$ cat config.mk
export PLATFORM = sky130hd
export DESIGN_NAME = noise_stats
export DESIGN_NICKNAME = d
export VERILOG_FILES = /design/src/rtl/noise_pkg.sv /design/src/rtl/noise_sq.sv /design/src/rtl/noise_stats.sv
export SDC_FILE = /design/constraint.sdc
export NUM_CORES = 2
export LEC_CHECK = 0
export ABC_AREA = 1
export CORE_MARGIN = 5
export CORE_UTILIZATION = 64
export CTS_BUF_LIST = sky130_fd_sc_hd__clkbuf_8
export CTS_CLUSTER_DIAMETER = 80
export CTS_CLUSTER_SIZE = 24
export DETAILED_ROUTE_END_ITERATION = 8
export PLACE_DENSITY = 0.85
export SLEW_MARGIN = 20
export SYNTH_ARGS = -nofsm -noshare
export SYNTH_HDL_FRONTEND = slang
export SYNTH_SLANG_ARGS = --single-unit
$ cat constraint.sdc
create_clock -name CK -period 2.2 [get_ports CK]
set_input_delay 0.22 -clock CK [delete_from_list [all_inputs] [get_ports CK]]
set_output_delay 0.22 -clock CK [all_outputs]
set_load 0.02 [all_outputs]
$ cat src/rtl/noise_pkg.sv
// Shared widths and FSM state encoding for the noise statistics block.
package noise_pkg;

    localparam int SAMPLE_W = 24;
    localparam int MAX_LOG2 = 16;
    localparam int SUM_W    = SAMPLE_W + MAX_LOG2;
    localparam int SQ_W     = 2*SAMPLE_W + MAX_LOG2;

    typedef enum logic [1:0] {
        IDLE  = 2'd0,
        RUN   = 2'd1,
        FLUSH = 2'd2,
        DONE  = 2'd3
    } state_t;

endpackage

$ cat src/rtl/noise_sq.sv
// Registered signed squarer: one pipeline stage between the sample and its square.
module noise_sq import noise_pkg::*; #(
    parameter int W = SAMPLE_W
) (
    input  logic                CK,
    input  logic                RB,
    input  logic signed [W-1:0] x_i,
    output logic [2*W-1:0]      sq_o
);

    logic signed [2*W-1:0] x_ext;
    logic signed [2*W-1:0] prod;
    logic [2*W-1:0]        sq_q;

    assign x_ext = (2*W)'(x_i);
    assign prod  = x_ext * x_ext;

    always_ff @(posedge CK or negedge RB) begin
        if (!RB) begin
            sq_q <= '0;
        end else begin
            sq_q <= $unsigned(prod);
        end
    end

    assign sq_o = sq_q;

endmodule

$ cat src/rtl/noise_stats.sv
// Block statistics (sum, sum of squares, mean, extremes) over 2^n_log2 noise samples.
//   state | meaning
//   IDLE  | no block armed, results hold
//   RUN   | accepting samples until N have been taken
//   FLUSH | last square drains into sumsq, samples ignored
//   DONE  | results valid and held
module noise_stats #(
    parameter int SAMPLE_W = noise_pkg::SAMPLE_W,
    parameter int MAX_LOG2 = noise_pkg::MAX_LOG2
) (
    input  logic                                  CK,
    input  logic                                  RB,
    input  logic                                  ST,
    input  logic [4:0]                            n_log2,
    input  logic                                  in_valid,
    input  logic signed [SAMPLE_W-1:0]            C,
    output logic                                  busy,
    output logic                                  done,
    output logic signed [SAMPLE_W+MAX_LOG2-1:0]   sum,
    output logic [2*SAMPLE_W+MAX_LOG2-1:0]        sumsq,
    output logic signed [SAMPLE_W-1:0]            mean,
    output logic signed [SAMPLE_W-1:0]            min_s,
    output logic signed [SAMPLE_W-1:0]            max_s,
    output logic [MAX_LOG2:0]                     count
);

    import noise_pkg::state_t;
    import noise_pkg::IDLE;
    import noise_pkg::RUN;
    import noise_pkg::FLUSH;
    import noise_pkg::DONE;

    localparam int SUM_W = SAMPLE_W + MAX_LOG2;
    localparam int SQ_W  = 2*SAMPLE_W + MAX_LOG2;
    localparam int CNT_W = MAX_LOG2 + 1;

    localparam logic signed [SAMPLE_W-1:0] POS_FS = {1'b0, {(SAMPLE_W-1){1'b1}}};
    localparam logic signed [SAMPLE_W-1:0] NEG_FS = {1'b1, {(SAMPLE_W-1){1'b0}}};

    state_t                      state_q;
    logic                        busy_q;
    logic                        done_q;
    logic                        sq_vld_q;
    logic [4:0]                  nlog_q;
    logic signed [SUM_W-1:0]     sum_q;
    logic [SQ_W-1:0]             sumsq_q;
    logic signed [SAMPLE_W-1:0]  min_q;
    logic signed [SAMPLE_W-1:0]  max_q;
    logic [CNT_W-1:0]            count_q;

    logic [2*SAMPLE_W-1:0]       sq;
    logic [4:0]                  nlog_sat;
    logic [CNT_W-1:0]            blk_len;
    logic [CNT_W-1:0]            count_d;
    logic signed [SUM_W-1:0]     sum_d;
    logic [SQ_W-1:0]             sumsq_d;
    logic                        accept;
    logic                        last;

    noise_sq #(
        .W (SAMPLE_W)
    ) u_sq (
        .CK   (CK),
        .RB   (RB),
        .x_i  (C),
        .sq_o (sq)
    );

    assign nlog_sat = (n_log2 > 5'(MAX_LOG2)) ? 5'(MAX_LOG2) : n_log2;
    assign blk_len  = CNT_W'(1) << nlog_q;

    // ST has priority over a coincident sample, so a restart never counts it.
    assign accept   = (state_q == RUN) && in_valid && !ST;
    assign count_d  = count_q + CNT_W'(1);
    assign last     = accept && (count_d == blk_len);
    assign sum_d    = sum_q + SUM_W'(C);
    assign sumsq_d  = sumsq_q + SQ_W'(sq);

    always_ff @(posedge CK or negedge RB) begin
        if (!RB) begin
            state_q  <= IDLE;
            busy_q   <= 1'b0;
            done_q   <= 1'b0;
            sq_vld_q <= 1'b0;
            nlog_q   <= '0;
            sum_q    <= '0;
            sumsq_q  <= '0;
            min_q    <= '0;
            max_q    <= '0;
            count_q  <= '0;
        end else if (ST) begin
            state_q  <= RUN;
            busy_q   <= 1'b1;
            done_q   <= 1'b0;
            sq_vld_q <= 1'b0;
            nlog_q   <= nlog_sat;
            sum_q    <= '0;
            sumsq_q  <= '0;
            min_q    <= POS_FS;
            max_q    <= NEG_FS;
            count_q  <= '0;
        end else begin
            // The squarer output trails acceptance by one edge.
            sq_vld_q <= accept;
            if (sq_vld_q) begin
                sumsq_q <= sumsq_d;
            end
            if (accept) begin
                sum_q   <= sum_d;
                count_q <= count_d;
                if (C < min_q) begin
                    min_q <= C;
                end
                if (C > max_q) begin
                    max_q <= C;
                end
            end
            case (state_q)
                RUN: begin
                    if (last) begin
                        state_q <= FLUSH;
                    end
                end
                FLUSH: begin
                    state_q <= DONE;
                    busy_q  <= 1'b0;
                    done_q  <= 1'b1;
                end
                default: begin
                end
            endcase
        end
    end

    assign busy  = busy_q;
    assign done  = done_q;
    assign sum   = sum_q;
    assign sumsq = sumsq_q;
    assign min_s = min_q;
    assign max_s = max_q;
    assign count = count_q;
    assign mean  = SAMPLE_W'(sum_q >>> nlog_q);

endmodule

==> reports/metrics.cfg, run 1 <==
[placed_design]
placed_cells=7051
gp_congestion=1.03
io_buffers=227
dpl_cell_area_um2=49500
hpwl_mm=133

[status]
status=aborted with a tool error
first-error=[ERROR GRT-0116] Global routing finished with congestion. Check the congestion regions in the DRC Viewer.
stop_stage=global routing (5_1_grt)

[floorplanning]
die_x_um=256
initial_core_util_pct=64.3
num_rows=90
die_h_um=256
ios=228

[global_route]
grt_pass1_vias=59400
grt_pass1_wl_mm=438
grt_max_degree=65
grt.total_usage_pct=90.0
grt-ovfl-total=1689

[synthesis]
synth_edf_count=0
synthesis.nets=6186
postSynthCellCount=5317
ys_async_sr_fraction_pct=100
synth_top_area_share_pct=28.8
synthesis.area_um2=38600
ys_top_cells_by_area=fa_1 29%, dfrtp_1 15%, nand2_1 14%
synth_area_per_cell_um2=7.26
synth_flop_cell=dfrtp_1
ys_warn_count=0
synth-seq-cells=226
ys_seq_area_share_pct=14.7
yosysTopAreaCell=fa_1
synth_cell_types=46

[clock_network]
cts.path.max_buffers=3
cts.sinks=226
cts_root_buf=clkbuf_8
cts_max_level=1
cts-buffers-inserted=20

[logic make-up after synthesis]
logic type / Yosys count / synth area share, %
and+or+nand+nor: 2238 / 23.6
buffers and inverters: 1333 / 13.1
adders and majority gates: 836 / 37.9
AOI/OAI and AO/OA: 575 / 8.24
DFF: 226 / 14.7
xor gates and xnor gates: 97 / 2.24
muxes: 12 / 0.311
[routing by layer]
metal  track usage, %  overflow
met1             87.9       173
met3             81.8       142
met5             61.6        14
met2              101       918
met4             90.2       442
[synth_stat cells (8+ instances only)]
cell      count
o21bai_1     28
a21o_1       14
buf_1        13
ha_1        280
or2_2        15
o22ai_1      26
nand3_1     246
clkbuf_1    117
xor2_1       45
nand3b_1      9
nor2_1      397
nand4_1      68
a21oi_1     195
buf_2        14
nor3_1       38
a22oi_1       8
dfrtp_1     226
inv_1      1175
and2_1        9
a31oi_1      15
xnor2_1      51
fa_1        556
o211ai_1     11
o21a_1       11
o21ai_0     236
o21ai_1       9
nand2_1    1437
a21boi_0      9
mux2i_1      12
[repair_timing]
item                                    CTS
setup buffers                           112
cloned                                   15
hold buffers                              2
resized for setup                       761
hold endpoints to repair                133
pin swaps                               302
endpoints found under the setup margin  185
[per-stage QoR]
stage                     worst slack (ns)  hold WS [ns]  utilization (%)
after floorplan                      -3.58       -0.0756                -
after detailed placement             -4.69         0.237             82.5
after global placement               -4.44         0.241             82.5
after CTS                            -3.30        0.0814             88.3
==> run 2, diff against run 1 <==
Settings changed: CORE_UTILIZATION 64 to 40, CTS_BUF_LIST sky130_fd_sc_hd__clkbuf_8 to not set, CTS_CLUSTER_DIAMETER 80 to not set, CTS_CLUSTER_SIZE 24 to not set, PLACE_DENSITY 0.85 to not set, PLACE_DENSITY_LB_ADDON set to 0.15.
==> reports/metrics.cfg, run 2 <==
[floorplanning]
ios=228  ; unchanged
die_h_um=321  ; +25%
die_x_um=321  ; +25%
num_rows=114  ; +27%
initial_core_util_pct=40.1  ; -24 points
dieArea_um2=103000
design.core.area_um2=96300

[critical_path]
cp-start-kind=primary input
crit_arrival_ns=5.96
crit_path_frequent_cell=fa_1
cp_slowest_stage_delay_ns=0.57
cp_cell_sequence=buf_12, buf_16, buf_8, nand2_2, buf_4, fa_1, inv_1, fa_1, fa_2, fa_2, fa_1, fa_1, fa_1, ha_4, nand2_4, nor2_2, inv_2, buf_6, o21ai_0, a21oi_1, nand3_2, xor2_1
required_ns=2.75
path_max_fanout=7
path_delay_family=adder cells
path_buf_inv=7
endpoint_kind=flop
path_class=in2reg
crit_path_top_delay_cell=fa_1

[job]
cap_violations=0

[clock_network]
cts_max_level=1  ; unchanged
worstSkewPairLatency_ns=0.64
cts_tree=built
cts.sinks=226  ; unchanged
path_clk_slew_ns=0.06
cts_root_buf=clkbuf_16
cts.path.max_buffers=3  ; unchanged
cts-buffers-inserted=30  ; +50%

[route]
vias_per_cell=4.99
wl_mm=152
wire_per_inst_um=19.4
drcViolationCount=0
met2_wirelength_mm=71.3
dr.pass1.iters=5
drtIter0Drc=2599
top_layer=met4
wl_met3_mm=8.72
vias=39200
ant_nets=0
drt-met1-wl_mm=65.8

[global_route]
grt-ovfl-total=0
grt_max_degree=57
grt_pass1_vias=40500
grt_pass1_wl_mm=233
grt_antenna_before_repair=1
grt.total_usage_pct=29.1

[synthesis]
ys_warn_count=0  ; unchanged
postSynthCellCount=5317  ; unchanged
synth-seq-cells=226  ; unchanged
yosys-top-cells-count=1437 x nand2_1, 1175 x inv_1, 556 x fa_1
ys_seq_area_share_pct=14.7  ; unchanged
synthesis.nets=6186  ; unchanged
synth_area_per_cell_um2=7.26  ; unchanged
synth_cell_types=46  ; unchanged
synth_edf_count=0  ; unchanged
ys_async_sr_fraction_pct=100  ; unchanged
synthesis.area_um2=38600  ; unchanged
yosys.cell_count.top_type=nand2_1
ys_top_cells_by_area=fa_1 29%, dfrtp_1 15%, nand2_1 14%
synth_flop_cell=dfrtp_1
yosysTopAreaCell=fa_1
synth_top_area_share_pct=28.8  ; unchanged

[finish]
final_layout_size_suffix_gt1_share_pct=33.7
n_antenna_cell=0
fill_cells=8727
final_nets=7423
area_growth_pct=50.4
most-common-layout-cells=1221 x nand2_1, 1004 x inv_1, 932 x buf_4
largest_reg_flops=64
final_common_cell=nand2_1

[sta]
fin_crit_sh_pct=246
tightest_slew_ns=0.582
whs_ns=0.102
fin_ws_ns=-3.21
clock.fmax_mhz=185
rsz0062_at_grt=true
finalHoldViolCount=0
finClkSkew_ns=0.0345
slew_headroom_pct=61.2
setup_viol=90
slew_violations=0
period_minus_slack_ns=5.41

[placed_design]
gp_congestion=0.948  ; -7.9%
hpwl_mm=121  ; -9.1%
io_buffers=227  ; unchanged

[worst_hold_path]
hold_path_class=in2reg

[status]
status=finished, violations left
violations=setup timing

run 2: repair_timing:
item	in CTS	in global routing
cloned	21	1
setup endpoints to repair	155	201
gates resized for setup	1147	367
setup buffers	134	47
hold endpoints to repair	189	0
hold buffers	2	0
pin swaps	358	269
run 2: path summary, 6_finish.rpt:
| path | from | to | slack (ns) | cells past startpoint |
|---|---|---|---|---|
| worst min register to register | busy | busy | 0.48 | 2 |
| min in group asynchronous | RB | sumsq[13] | 0.13 | 2 |
| worst max-delay path | C[10] | u_sq.sq_o[43] | -3.21 | 22 |
| worst min-delay path | C[2] | max_s[2] | 0.10 | 4 |
| max in group asynchronous | RB | max_s[12] | 1.35 | 3 |
| worst max register to register | nlog_q[0] | state_q[0] | -0.30 | 20 |
run 2: worst register-to-register path, delay by kind of cell (launching register included):
family	cells	cell delay [ns]
flops	1	0.43
simple gates	11	0.94
buf+inv	9	1.05
run 2: per-stage QoR:
stage                     worst slack (ns)  instance area [um^2]  instances  setup TNS, ns  utilization (%)
after CTS                            -3.17                 56500       7810        -129.88             58.7
after global routing                 -3.32                 58000       7853        -155.54             60.3
after floorplan                      -3.58                 40300       5317        -127.92                -
final                                -3.21                 58000       7853        -132.66             60.3
after detailed placement             -4.44                 50600       7609        -232.74             52.5
after global placement               -4.38                 50600       7609        -231.06             52.5
run 2: layout make-up:
class	count	area [um^2]	share of cell area, %
inverter	1184	4480	7.73
clock inverter	15	168	0.289
sequential	226	5680	9.78
timing repair buffer	1354	12700	21.9
tap	1276	1600	2.75
multi-input combinational	3758	32500	56.1
clock buffer	40	848	1.46
run 2: logic make-up (layout without fill, tap and decap cells):
logic type                 Yosys count  in the layout  share of synthesized area (%)
xor gates and xnor gates            97             97                           2.24
and+or+nand+nor                   2238           2238                           23.6
DFF                                226            226                           14.7
muxes                               12             12                          0.311
buffers and inverters             1333           2593                           13.1
adders and majority gates          836            836                           37.9
AOI/OAI and AO/OA                  575            575                           8.24
run 2: metal layers:
| metal | up-vias | global-route usage, % |
|---|---|---|
| li1 | 18700 | - |
| met1 | 19200 | 39.2 |
| met3 | 264 | 4.20 |
| met4 | 0 | 9.37 |
| met2 | 1055 | 48.5 |
| met5 | - | 0 |
Power of run 2 is left out: the tool's default activity adds up to more than one toggle a clock period on the data nets, which glitch-free logic cannot reach.
